<file path="src/rtl/timer_ctrl.sv">
// Memory-mapped prescaled timer with compare interrupt and one-shot/periodic modes.
// Define TIMER_PERIODIC_EN to implement CTRL.periodic; otherwise every expiry is one-shot.
module timer_ctrl #(
    parameter int PRESCALE_MAX = 49,
    parameter int CNT_WIDTH    = 32
) (
    input  logic        clk,
    input  logic        reset,
    input  logic        sel,
    input  logic        we,
    input  logic [1:0]  addr,
    input  logic [31:0] wdata,
    output logic [31:0] rdata,
    output logic        ready,
    output logic        irq
);

    typedef enum logic [1:0] {
        IDLE = 2'd0,
        RUN  = 2'd1,
        DONE = 2'd2
    } state_e;

    localparam logic [23:0]          PSC_MAX = 24'(PRESCALE_MAX);
    localparam logic [CNT_WIDTH-1:0] CNT_ONE = CNT_WIDTH'(1);

    state_e               state_q, state_d;
    logic [23:0]          psc_q, psc_d;
    logic [CNT_WIDTH-1:0] count_q, count_d;
    logic [CNT_WIDTH-1:0] compare_q, compare_d;
    logic                 irq_en_q, irq_en_d;
    logic                 pending_q, pending_d;
    logic                 ready_q, ready_d;
    logic [31:0]          rdata_q, rdata_d;
    logic                 periodic;

    logic        accept, wr_ctrl, wr_count, wr_compare, tick;
    logic [31:0] rd_mux;

`ifdef TIMER_PERIODIC_EN
    logic periodic_q, periodic_d;
    assign periodic = periodic_q;
`else
    assign periodic = 1'b0;
`endif

    always_comb begin
        accept     = sel & ~ready_q;
        wr_ctrl    = accept & we & (addr == 2'd0);
        wr_count   = accept & we & (addr == 2'd1);
        wr_compare = accept & we & (addr == 2'd2);
        tick       = (state_q == RUN) && (psc_q == PSC_MAX);

        case (addr)
            2'd0:    rd_mux = {28'd0, pending_q, periodic, irq_en_q, state_q != IDLE};
            2'd1:    rd_mux = 32'(count_q);
            2'd2:    rd_mux = 32'(compare_q);
            default: rd_mux = {psc_q, 6'd0, state_q};
        endcase
    end

    always_comb begin
        state_d   = state_q;
        psc_d     = psc_q;
        count_d   = count_q;
        compare_d = compare_q;
        irq_en_d  = irq_en_q;
        pending_d = pending_q;
`ifdef TIMER_PERIODIC_EN
        periodic_d = periodic_q;
`endif

        if (state_q == RUN)
            psc_d = (psc_q == PSC_MAX) ? '0 : psc_q + 24'd1;

        // The W1C clear is applied first so a same-edge expiry overrides it.
        if (wr_ctrl) begin
            irq_en_d = wdata[1];
`ifdef TIMER_PERIODIC_EN
            periodic_d = wdata[2];
`endif
            if (wdata[3])
                pending_d = 1'b0;
        end

        // A COUNT/COMPARE write on a tick edge takes precedence over the whole tick.
        if (tick && !wr_count && !wr_compare) begin
            if (count_q == compare_q) begin
                pending_d = 1'b1;
                if (periodic)
                    count_d = '0;
                else
                    state_d = DONE;
            end else begin
                count_d = count_q + CNT_ONE;
            end
        end

        if (wr_count)
            count_d = wdata[CNT_WIDTH-1:0];
        if (wr_compare)
            compare_d = wdata[CNT_WIDTH-1:0];

        if (wr_ctrl) begin
            if (wdata[0]) begin
                state_d = RUN;
                psc_d   = '0;
            end else begin
                state_d = IDLE;
            end
        end

        ready_d = accept;
        rdata_d = (accept && !we) ? rd_mux : '0;
    end

    always_ff @(posedge clk or posedge reset) begin
        if (reset) begin
            state_q    <= IDLE;
            psc_q      <= '0;
            count_q    <= '0;
            compare_q  <= '0;
            irq_en_q   <= 1'b0;
            pending_q  <= 1'b0;
            ready_q    <= 1'b0;
            rdata_q    <= '0;
`ifdef TIMER_PERIODIC_EN
            periodic_q <= 1'b0;
`endif
        end else begin
            state_q    <= state_d;
            psc_q      <= psc_d;
            count_q    <= count_d;
            compare_q  <= compare_d;
            irq_en_q   <= irq_en_d;
            pending_q  <= pending_d;
            ready_q    <= ready_d;
            rdata_q    <= rdata_d;
`ifdef TIMER_PERIODIC_EN
            periodic_q <= periodic_d;
`endif
        end
    end

    assign rdata = rdata_q;
    assign ready = ready_q;
    assign irq   = pending_q & irq_en_q;

endmodule

</file>
<file path="config.mk">
export PLATFORM = sky130hd
export DESIGN_NAME = timer_ctrl
export DESIGN_NICKNAME = d
export VERILOG_FILES = /design/src/rtl/timer_ctrl.sv
export SDC_FILE = /design/constraint.sdc
export NUM_CORES = 1
export LEC_CHECK = 0
export CORE_AREA = 3 3 113 115
export CTS_CLUSTER_DIAMETER = 40
export CTS_CLUSTER_SIZE = 24
export DETAILED_ROUTE_END_ITERATION = 12
export DIE_AREA = 0 0 116 118
export PLACE_DENSITY = 0.9
export SETUP_SLACK_MARGIN = 0.5
export SKIP_LAST_GASP = 1
export SYNTH_ARGS = -nofsm -noshare
export SYNTH_HDL_FRONTEND = slang
export SYNTH_SLANG_ARGS = --single-unit
</file>
<file path="constraint.sdc">
create_clock -name clk -period 5.5 [get_ports clk]
set_clock_uncertainty 0.1 [all_clocks]
set_input_delay 1.1 -clock clk [delete_from_list [all_inputs] [get_ports clk]]
set_output_delay 1.1 -clock clk [all_outputs]
set_load 0.01 [all_outputs]
</file>
; Word level (Yosys, flattened, before mapping)
; Index checks and enable logic that the tools add are counted.
[word_totals]
in_bits = 38
wordCells = 54
register_bits = 125
[op_classes]
addsub = 2
reduce_logical = 14
n_eq_ne = 6
mux = 17
bitwise = 7
[op_table]
columns = operator, count
row1 = 32-bit 2-to-1 mux, 4
row2 = 24-bit 2-to-1 mux, 4
row3 = 32-bit one-hot mux with 3 select lines, 1
row4 = 32-bit by 1-bit adder with 32-bit output (second input constant), 1
row5 = 32-bit equality test, 1
row6 = 24-bit by 1-bit adder with 24-bit output (second input constant), 1
row7 = 24-bit by 6-bit equality test with 1-bit output (second input constant), 1
row8 = 2-bit nonzero test, 4
row9 = 1-bit AND, 6
row10 = 2-bit 2-to-1 mux, 3
row11 = 1-bit 2-to-1 mux, 5
row12 = 2-bit by 1-bit equality test with 1-bit output (second input constant), 2
row13 = 1-bit logical AND, 4
row14 = 2-bit AND reduction, 2
row15 = 1-bit zero test, 3
row16 = 2-bit equality test (second input constant), 1
row17 = 2-bit zero test, 1
row18 = 2-bit != test (second input constant), 1
row19 = 1-bit inverter, 1

; Longest topological paths before layout
; Gate-level depths: netlist of the first run.
[logic_depth]
word_depth = 9
depth_mapped = 11
ltp_nobuf = 8

; Least setup slack after synthesis of the first run
; OpenSTA, ideal clock, no wires.
[synth_path]
kind = in2reg
start = input port addr[1]
end = register count_q[3]
n_path_buf = 2
cell_stages = 8
arrival_time_ps = 2619
setup_slack_ps = 2656
required_ps = 5274
setup_time_ps = 126
path_cell_list = nor2b_1 > clkbuf_1 > o21bai_1 > nand3_1 > a21oi_2 > buf_6 > mux2_4 > a221o_1
[synth_between]
elab_chain_len = 7
[synth_rtl]
columns = item, line_no
row1 = from (decl), 11  ; input logic [1:0] addr,
row2 = 2-bit by 1-bit equality test with 1-bit output, 50  ; wr_count = accept & we & (addr == 2'd1);
row3 = 1-bit AND, 50
row4 = 1-bit zero test, 87  ; if (tick && !wr_count && !wr_compare) begin
row5 = 1-bit logical AND (2 in a row), 87
row6 = 2-bit nonzero test (no line), n/a
row7 = 2-bit AND reduction (no line), n/a
row8 = to (signal assigned), 133  ; count_q <= count_d;
row9 = to (decl), 29  ; logic [CNT_WIDTH-1:0] count_q, count_d;
; Parallel ways exist; a longest one is shown, timed or not.
; A chain may end at the register's enable or synchronous reset.

; Final worst setup path of the first run
[layout_path]
start = input port addr[0]
end = register count_q[24]
; The elaborated chain is that of the path after synthesis.

==> results by group, run 1 <==
Drt
  – Drc violations: 0
  – Vias per std cell: ~6.4
  – Drt total wl: 18.65 mm
  – ANT nets after route: 0
  – DRT iter0 DRCs: around 550
  – Via count: 5,501
  – First-pass detailed-route iteration total: 5
  – WL/cell: about 22 um

Layout
  – Multi-input gate area: 3347 um^2
  – Antenna cells: 0
  – Share of cells above drive strength 1: 0.1655
  – Fillers: 900
  – Area delta synth->final: 21.08%
  – FF/Latch Area: 3128 um^2
  – NumNets Final: 747

Timing
  – Fmax: between 200 and 250 MHz
  – Setup tns final: 0 ns
  – Final slew viol count: 0
  – Count of final setup violators: 0
  – Slew HR: 0.2762
  – Slew @ Worst Pin: roughly 1.1 ns
  – RSZ-0062 raised after global routing: no
  – Fin crit period: between 4 and 5 ns
  – Period utilisation layout: 0.7463
  – Endpoints failing hold: 0

Run
  – Max cap viols: 0

Pwr
  – Cell Pwr Density: around 390 nW/um^2
  – VDD IR max: 396.4 uV
  – LEAKAGE: approximately 3.4 nW
  – Power Total: around 3.2 mW

Clock tree
  – Post-cts sizing count: 0
  – CTS tree: yes
  – Worst-skew pair later-pin latency: roughly 0.42 ns
  – Post-CTS setup buffers: 0
  – H-tree levels: 4
  – CTS buffer count: 17
  – Clock transition at path regs: around 0.06 ns
  – Clock Path Buffers: 2
  – Hold_buf cts: 0
  – Clk sinks: 125
  – CTS root buffer: clkbuf_16

Synth
  – Post-synthesis sequential area ratio: 0.4630
  – Synth area leader: dfrtp_1
  – Mapped Area: 6755 um^2
  – Area share of the largest cell type after synthesis: 0.4630
  – Post-Syn Nets: 693
  – Top FF cell, synth: dfrtp_1
  – Average size of a mapped cell: roughly 10 um^2
  – Unique masters post-synth: 57
  – Syn Inst Count: ~650
  – Area contributors post-synth: dfrtp_1 46%, mux2_2 9.7%, xnor2_1 4.5%
  – Synth Register Bits: between 100 and 150
  – EDFF count, synth: 0
  – Top cells by count, synth: 125 x dfrtp_1, 73 x nor2_1, 58 x mux2_2
  – Post-synth ARST share: 1.000
  – Cell with the most instances after synthesis: dfrtp_1
  – Synthesis Warnings: 0

Hold path
  – Hold Path Origin: ready
  – Hold Path Cell Cnt: 1
  – Hold WC Path Type: reg -> reg
  – Hold EP: ready

Worst setup path
  – CP Max Fanout: 31
  – Worst r2r dst: count_q[24]
  – Worst R2R Start: count_q[19]
  – Critical Path Source Type: input pin
  – Worst Path Arrival: 4.30 ns
  – Critical Path RT: roughly 5.7 ns
  – Reg2Reg Depth: 6
  – Capturing element type of the critical path: flop
  – Crit path kind: in -> reg
  – R2r setup slk: between 2 and 2.5 ns

GRT
  – First-pass GRT wire length: approximately 30 mm
  – Antenna violations before repair: 0
  – Pin count of the biggest net entering global routing: 74
  – Remaining Overflow, GRT: 0
  – Vias in the first global route: 5,467
  – Overall Global Routing Usage: 0.2804

Place
  – GP Congestion: about 0.95
  – Dpl hpwl: around 13 mm
  – IO buf count: a little over 70

Floorplan
  – Row count: 40
  – Core Region: between 10,000 and 15,000 um^2
  – Die Span Y: 118 um
  – Num ports: just over 70
  – Die Wd: about 120 um
  – Initial Util: 0.5671
  – Die Footprint: 13,690 um^2

Run status
  – Run status: complete, no violations
[through the flow]
step | hold slack, ns | util | cell area, um^2 | std cells | setup WS, ns
4_1_cts | 0.3951 | 0.6867 | 8179 | 866 | 1.478
6_report | 0.3991 | 0.6867 | 8179 | 866 | 1.395
5_1_grt | 0.4287 | 0.6867 | 8179 | 866 | 1.248
3_5_place_dp | 0.3879 | 0.6290 | 7492 | 834 | 1.048
2_1_floorplan | 0.3546 | - | 6755 | 652 | 0.9724
3_3_place_gp | 0.3714 | 0.6290 | 7492 | 834 | 1.094
[cell families (layout without fill, tap and decap cells)]
| group | count (synthesis) | after routing | synth area share |
|---|---|---|---|
| simple gates | 247 | 247 | 0.1900 |
| mux | 74 | 74 | 0.1252 |
| fa+ha+maj | 3 | 3 | 0.005557 |
| compound gates | 93 | 93 | 0.1021 |
| buf+inv | 58 | 125 | 0.04223 |
| flops | 125 | 125 | 0.4630 |
| xor+xnor | 52 | 52 | 0.07186 |
[cell type report]
type	instances	area share
multi-input combinational	469	0.4092
sequential	125	0.3824
timing repair buffer	81	0.09607
clock buffer	20	0.05461
clock inverter	12	0.02937
tap	147	0.02249
inverter	12	0.005813
[registers in the layout (all words and copies together) (netlist names)]
register / count
compare_q: 32
irq_en_q: 1
rdata: 32
ready: 1
pending_q: 1
count_q: 32
psc_q: 24
state_q: 2
[layout by cell type, fill, tap and decap left out, types with 13 or more instances in the layout]
cell type and n:
nand4_1 18, clkdlybuf4s50_1 71, o21ai_0 16, a221o_1 14
dfrtp_1 125, nor2_1 73, nand2_1 53, clkbuf_16 17
a22oi_1 30, xor2_1 13, mux2_2 58, nand3_1 29
xnor2_1 35
[worst max-delay path, cell delays in order]
cell and delay (ns):
clkdlybuf4s50_1 1.02, nor2b_2 0.57, o21bai_1 0.11, nand3_1 0.16
a21o_1 0.83, nor3_1 0.09, or3b_1 0.41
[routing by layer]
metal / routed length, um / part of all wire / track usage / up-vias
met1: 7846 / 0.42 / 0.3821 / 2754
met2: 8804 / 0.47 / 0.4248 / 233
met4: 864 / 0.046 / 0.1385 / 0
li1: - / - / - / 2462
met5: 0 / 0 / 0 / -
met3: 1131 / 0.061 / 0.05553 / 52
[worst max path at each step]
stage                        from           end  slack, ns  cells past startpoint
after floorplan             reset  compare_q[0]       0.97                      1
after global placement    addr[0]   count_q[24]       1.09                      7
after detailed placement  addr[0]   count_q[24]       1.05                      7
after CTS                 addr[0]   count_q[24]       1.48                      7
after global routing      addr[0]    count_q[0]       1.25                      7
final                     addr[0]   count_q[24]       1.40                      7
[power breakdown]
part           total [mW]  internal (mW)  leakage, nW  switching, mW
Clock                1.31          0.904        0.330          0.409
Sequential           1.28           1.06         1.62          0.222
Combinational       0.570          0.305         1.41          0.266
Total                3.17           2.27         3.37          0.897
Note: power is estimated with default switching activity, not from simulation.
==> run 2: changes to the inputs <==
CORE_AREA = 3 3 118 120   (was 3 3 113 115)
DIE_AREA = 0 0 121 123   (was 0 0 116 118)
PLACE_DENSITY = 0.88   (was 0.9)
clock period = 3.3 ns   (was 5.5 ns; I/O delays follow)
==> run 2 against run 1 <==
  * Critical path type unchanged
  * Non-clock buffer count grew 7
  * Total power grew 58%
  * Routed wire length shrank 0.72%
  * Largest cell class unchanged
==> results by group, run 2 (synthesis gave the netlist of run 1 again) <==
Run status
  – Run status: complete, no violations

Pwr
  – Switching Share: 0.2985
  – Gate power share: 0.197
  – Clock power frac: 0.377
  – Cell Pwr Density: slightly above 600 nW/um^2
  – Sequential share of power: 0.427
  – LEAKAGE: between 3 and 4 nW
  – Power Total: around 5.0 mW
  – Int Power: 3.510 mW
  – VDD IR max: 379.3 uV
  – Switching Power: 1.493 mW

Drt
  – Vias per std cell: 6.279
  – Drc violations: 0
  – DRT iter0 DRCs: about 560
  – WL/cell: between 20 and 25 um
  – Drt total wl: between 15 and 20 mm
  – ANT nets after route: 0
  – First-pass detailed-route iteration total: 5
  – Via count: 5,664

Clock tree
  – CTS root buffer: clkbuf_16
  – CTS tree: yes
  – CTS buffer count: 17
  – Hold_buf cts: 0
  – H-tree levels: 4
  – Clock Path Buffers: 2
  – Post-CTS setup buffers: 0
  – Clk sinks: about 130
  – Clock transition at path regs: 0.05 ns
  – Worst-skew pair later-pin latency: roughly 0.42 ns
  – Post-cts sizing count: 0

Floorplan
  – Core Region: ~13,000 um^2
  – Die Footprint: around 15,000 um^2
  – Die Wd: approximately 120 um
  – Die Span Y: between 100 and 150 um
  – Initial Util: 0.5163
  – Row count: 42
  – Num ports: 72

Layout
  – NumNets Final: about 750
  – Area delta synth->final: 21.78%
  – Most common cell after layout, fill and taps aside: dfrtp_1
  – Share of cells above drive strength 1: 0.1749
  – Most frequent cells in the layout: 125 x dfrtp_1, 73 x nor2_1, 71 x clkdlybuf4s50_1, 58 x mux2_2, 53 x nand2_1
  – Final cell utilization of the core: 0.6287
  – Antenna cells: 0
  – Fin area: just over 8000 um^2
  – Fillers: 983

Worst setup path
  – R2r setup slk: 0.69 ns
  – Reg2Reg Depth: 7
  – CP Max Fanout: 12
  – Critical Path Source Type: input pin
  – CP max stage delay: 0.56 ns
  – Crit path kind: in -> reg
  – Buf/Inv on CP: 2
  – Worst Path Arrival: between 2 and 3 ns
  – Worst r2r dst: count_q[24]
  – Top delay family on crit path: buffers and inverters
  – Capturing element type of the critical path: flop
  – Worst R2R Start: count_q[27]
  – CP max-delay cell: clkdlybuf4s50_1
  – Critical Path RT: ~3.5 ns
  – Cell chain of the critical path: clkdlybuf4s50_1 -> nor2b_1 -> o21bai_1 -> nand3_1 -> a21oi_2 -> buf_4 -> mux2_2 -> a221o_1

Place
  – Area after DPL: between 7000 and 8000 um^2
  – Dpl hpwl: approximately 13 mm
  – IO buf count: 71
  – GP Congestion: roughly 0.91

Timing
  – Endpoints failing hold: 0
  – Fin crit period: 2.636 ns
  – Slew HR: 0.5864
  – Final slew viol count: 0
  – Period utilisation layout: 0.7988
  – Setup tns final: 0 ns
  – Count of final setup violators: 0
  – Slew @ Worst Pin: between 0.6 and 0.7 ns
  – RSZ-0062 raised after global routing: no
  – Fmax: around 380 MHz

Hold path
  – Hold EP: irq_en_q
  – Hold Path Cell Cnt: 2
  – Hold Path Origin: irq_en_q
  – Hold WC Path Type: reg -> reg

GRT
  – Vias in the first global route: 5,647
  – Antenna violations before repair: 0
  – First-pass GRT wire length: roughly 30 mm
  – Overall Global Routing Usage: 0.2609
  – Pin count of the biggest net entering global routing: 83
  – Remaining Overflow, GRT: 0

Run
  – Max cap viols: 0
[run 2: cell count changes in the layout (fill, tap and decap cells not counted)]
cell        delta
buf_12         +3
buf_4          +4
bufinv_16      -4
clkbuf_8       +1
clkinv_2       +1
clkinv_4       +1
clkinvlp_4     +2
inv_4          -1
nand3_1        -1
nand3_2        +1
[run 2: power by group through the flow]
stage	Combinational, mW	Sequential [mW]	Clock (mW)
global placement	0.911	2.12	0
floorplan	0.776	1.99	0
global route	1.06	2.17	1.98
CTS	0.974	2.12	1.90
detailed placement	0.954	2.14	0
finish	0.983	2.14	1.88
[run 2: stage by stage]
step                      hold slack, ns  cells  setup slack, ns
after global routing              0.4379    902           0.5580
after CTS                         0.3953    902           0.6562
after detailed placement          0.3869    870           0.2095
after global placement            0.3786    870           0.2766
final                             0.4154    902           0.6639
after floorplan                   0.3546    652           0.8955
[run 2: area by class of cell]
cell class | count | area [um^2] | area share
flip-flops and latches | 125 | 3128 | 0.3802
clock buffers | 21 | 460.4 | 0.05597
well taps | 176 | 220.2 | 0.02677
repair buffers | 88 | 875.8 | 0.1065
multi-input cells | 469 | 3352 | 0.4075
clock inverters | 11 | 141.4 | 0.01719
inverters | 12 | 48.80 | 0.005932
[run 2: worst max path at each step]
stage	cells after the start	slack, ns	to	start
after floorplan	8	0.90	count_q[3]	addr[1]
after CTS	6	0.66	count_q[8]	addr[1]
after global placement	6	0.28	count_q[3]	addr[1]
final	8	0.66	count_q[8]	addr[1]
after detailed placement	6	0.21	count_q[8]	addr[1]
after global routing	9	0.56	count_q[6]	psc_q[1]
[run 2: worst reg2reg max path: stages, from the launching register on]
cell,delay [ns]
dfrtp_1,0.44
xnor2_1,0.43
nand4_1,0.24
nor4_4,0.38
a21o_1,0.19
buf_4,0.26
nor3_1,0.08
or3b_1,0.37
[run 2: routing by layer]
layer / GRT usage / wire length (um)
met2: 0.4234 / 8978
met3: 0.06679 / 1685
met4: 0.1154 / 776
met5: 0 / 0
met1: 0.3319 / 7070
==> run 3: changes to the inputs <==
CORE_AREA = 3 3 113 115   (was 3 3 118 120)
DIE_AREA = 0 0 116 118   (was 0 0 121 123)
PLACE_DENSITY = 0.9   (was 0.88)
clock period = 2.6 ns   (was 3.3 ns; I/O delays follow)
==> run 3 against run 2 <==
  * The flow now finishes with violations (negative setup slack)
  * Critical path depth grew 1
  * Utilization increased by 15 points
  * Worst setup slack lost 0.71 ns
  * Register-to-register slack worse by 0.74 ns
  * Combinational power rose by 87%
  * Clock power grew 21%
  * Die area decreased by 8.0%
  * Critical endpoint is now count_q[28]
  * Largest power group unchanged
==> results by group, run 3 (synthesis gave the netlist of run 1 again) <==
Run status
  – Run status: complete, but fails checks
  – Failing checks: negative setup slack

Run
  – Max cap viols: 0

Hold path
  – Hold Path Cell Cnt: 2
  – Hold Path Origin: irq_en_q
  – Hold WC Path Type: reg -> reg
  – Hold EP: irq_en_q

Clock tree
  – H-tree levels: 4
  – Clock transition at path regs: 0.05 ns
  – Hold_buf cts: 0
  – Clock Path Buffers: 2
  – Worst-skew pair later-pin latency: around 0.44 ns
  – CTS root buffer: clkbuf_16
  – CTS buffer count: 17
  – CTS tree: yes
  – Clk sinks: 125

GRT
  – Overall Global Routing Usage: 0.3260
  – Vias in the first global route: approximately 6,100
  – Pin count of the biggest net entering global routing: approximately 130
  – Antenna violations before repair: 0
  – First-pass GRT wire length: approximately 34 mm
  – Remaining Overflow, GRT: 0

Timing
  – Slew @ Worst Pin: about 0.7 ns
  – Final slew viol count: 0
  – Slew HR: 0.5422
  – Fmax: approximately 380 MHz
  – Worst setup margin: -0.04897 ns
  – RSZ-0062 raised after global routing: yes
  – Fin crit period: around 2.6 ns
  – Count of final setup violators: 2
  – Endpoints failing hold: 0
  – Period utilisation layout: 1.019

Drt
  – First-pass detailed-route iteration total: 8
  – Drt total wl: about 24 mm
  – Via count: about 6,500
  – ANT nets after route: 0
  – Vias per std cell: ~6.9
  – Drc violations: 0
  – DRT iter0 DRCs: 1,205
  – WL/cell: 25.91 um

Worst setup path
  – Worst R2R Start: psc_q[16]
  – Capturing element type of the critical path: flop
  – CP max stage delay: between 0.4 and 0.5 ns
  – Crit path kind: reg -> reg
  – Critical Path Source Type: flop
  – CP max-delay cell: dfrtp_1
  – Critical Path RT: between 2 and 3 ns
  – Worst r2r dst: count_q[28]
  – Cell chain of the critical path: nor4_1 -> and4_4 -> nand3_4 -> a21oi_4 -> buf_6 -> buf_12 -> buf_4 -> mux2i_1 -> o211ai_1
  – Reg2Reg Depth: 9
  – CP Max Fanout: 6
  – R2r setup slk: -0.05 ns
  – Worst Path Arrival: ~2.9 ns

Place
  – GP Congestion: ~0.91
  – Area after DPL: 7918 um^2
  – Dpl hpwl: 12.91 mm
  – IO buf count: a little over 70

Layout
  – Antenna cells: 0
  – Most common cell after layout, fill and taps aside: dfrtp_1
  – Final cell utilization of the core: 0.7796
  – Fin area: a little over 9000 um^2
  – FF/Latch Area: 3142 um^2
  – Most frequent cells in the layout: 114 x dfrtp_1, 70 x clkdlybuf4s50_1, 68 x nor2_1, 58 x buf_4, 57 x mux2_2
  – Fillers: roughly 660
  – Area delta synth->final: 37.47%
  – Share of cells above drive strength 1: 0.3325
  – Multi-input gate area: between 3000 and 4000 um^2
  – NumNets Final: between 800 and 900

Pwr
  – Cell Pwr Density: about 730 nW/um^2
  – VDD IR max: 586.3 uV
  – Power Total: around 6.8 mW
  – LEAKAGE: 3.938 nW

Floorplan
  – Row count: 40
  – Die Wd: between 100 and 150 um
  – Initial Util: 0.5671
  – Num ports: 72
  – Die Footprint: around 14,000 um^2
  – Die Span Y: between 100 and 150 um
  – Core Region: roughly 12,000 um^2
## run 3: cell type report
class	instances	area share
clock inverter	7	0.006737
timing repair buffer	155	0.1681
clock buffer	23	0.05362
inverter	12	0.005255
multi-input combinational	469	0.4081
sequential	125	0.3383
tap	147	0.01981
## run 3: what timing repair did
| item | in CTS | in global routing |
|---|---|---|
| buffers inserted | 19 | 8 |
| endpoints found under the setup margin | 41 | 75 |
| pin swaps | 32 | 26 |
| resized for setup | 77 | 41 |
| cloned | 3 | 1 |
## run 3: how the worst max path moves through the flow
stage | from | endpoint | slack (ns) | cells after the start
after global placement | addr[0] | count_q[24] | -0.01 | 8
final | psc_q[16] | count_q[28] | -0.05 | 9
after global routing | psc_q[16] | count_q[28] | -0.1 | 9
after floorplan | addr[1] | count_q[3] | 0.41 | 8
after detailed placement | addr[1] | count_q[24] | -0.04 | 8
after CTS | compare_q[28] | count_q[3] | 0.22 | 8
## run 3: layer usage
metal,up-vias,part of all wire,track usage
met3,189,0.12,0.09357
met4,0,0.084,0.1777
met5,-,0,0
met1,3130,0.34,0.4137
li1,2604,-,-
met2,586,0.46,0.4989
## run 3: worst max-delay path: cells and delay by family (launching register included)
| kind | cells | cell delay, ns |
|---|---|---|
| and+or+nand+nor | 3 | 0.88 |
| buffers and inverters | 3 | 0.47 |
| DFF | 1 | 0.46 |
| muxes | 1 | 0.25 |
| AOI/OAI and AO/OA | 2 | 0.34 |
## run 3: metrics by stage
stage	hold slack, ns	setup TNS [ns]	std cells	setup slack [ns]
2_1_floorplan	0.3546	0	652	0.4058
3_3_place_gp	0.3808	-0.02904	877	-0.01028
3_5_place_dp	0.3851	-0.08948	877	-0.03790
4_1_cts	0.4043	0	929	0.2189
5_1_grt	0.4595	-0.2659	938	-0.09707
6_report	0.4176	-0.09029	938	-0.04897
## run 3: power breakdown
| part | switching, mW | internal [mW] | total (mW) |
|---|---|---|---|
| Combinational | 0.917 | 0.928 | 1.84 |
| Sequential | 0.413 | 2.26 | 2.67 |
| Clock | 0.867 | 1.42 | 2.28 |
| Total | 2.20 | 4.60 | 6.80 |
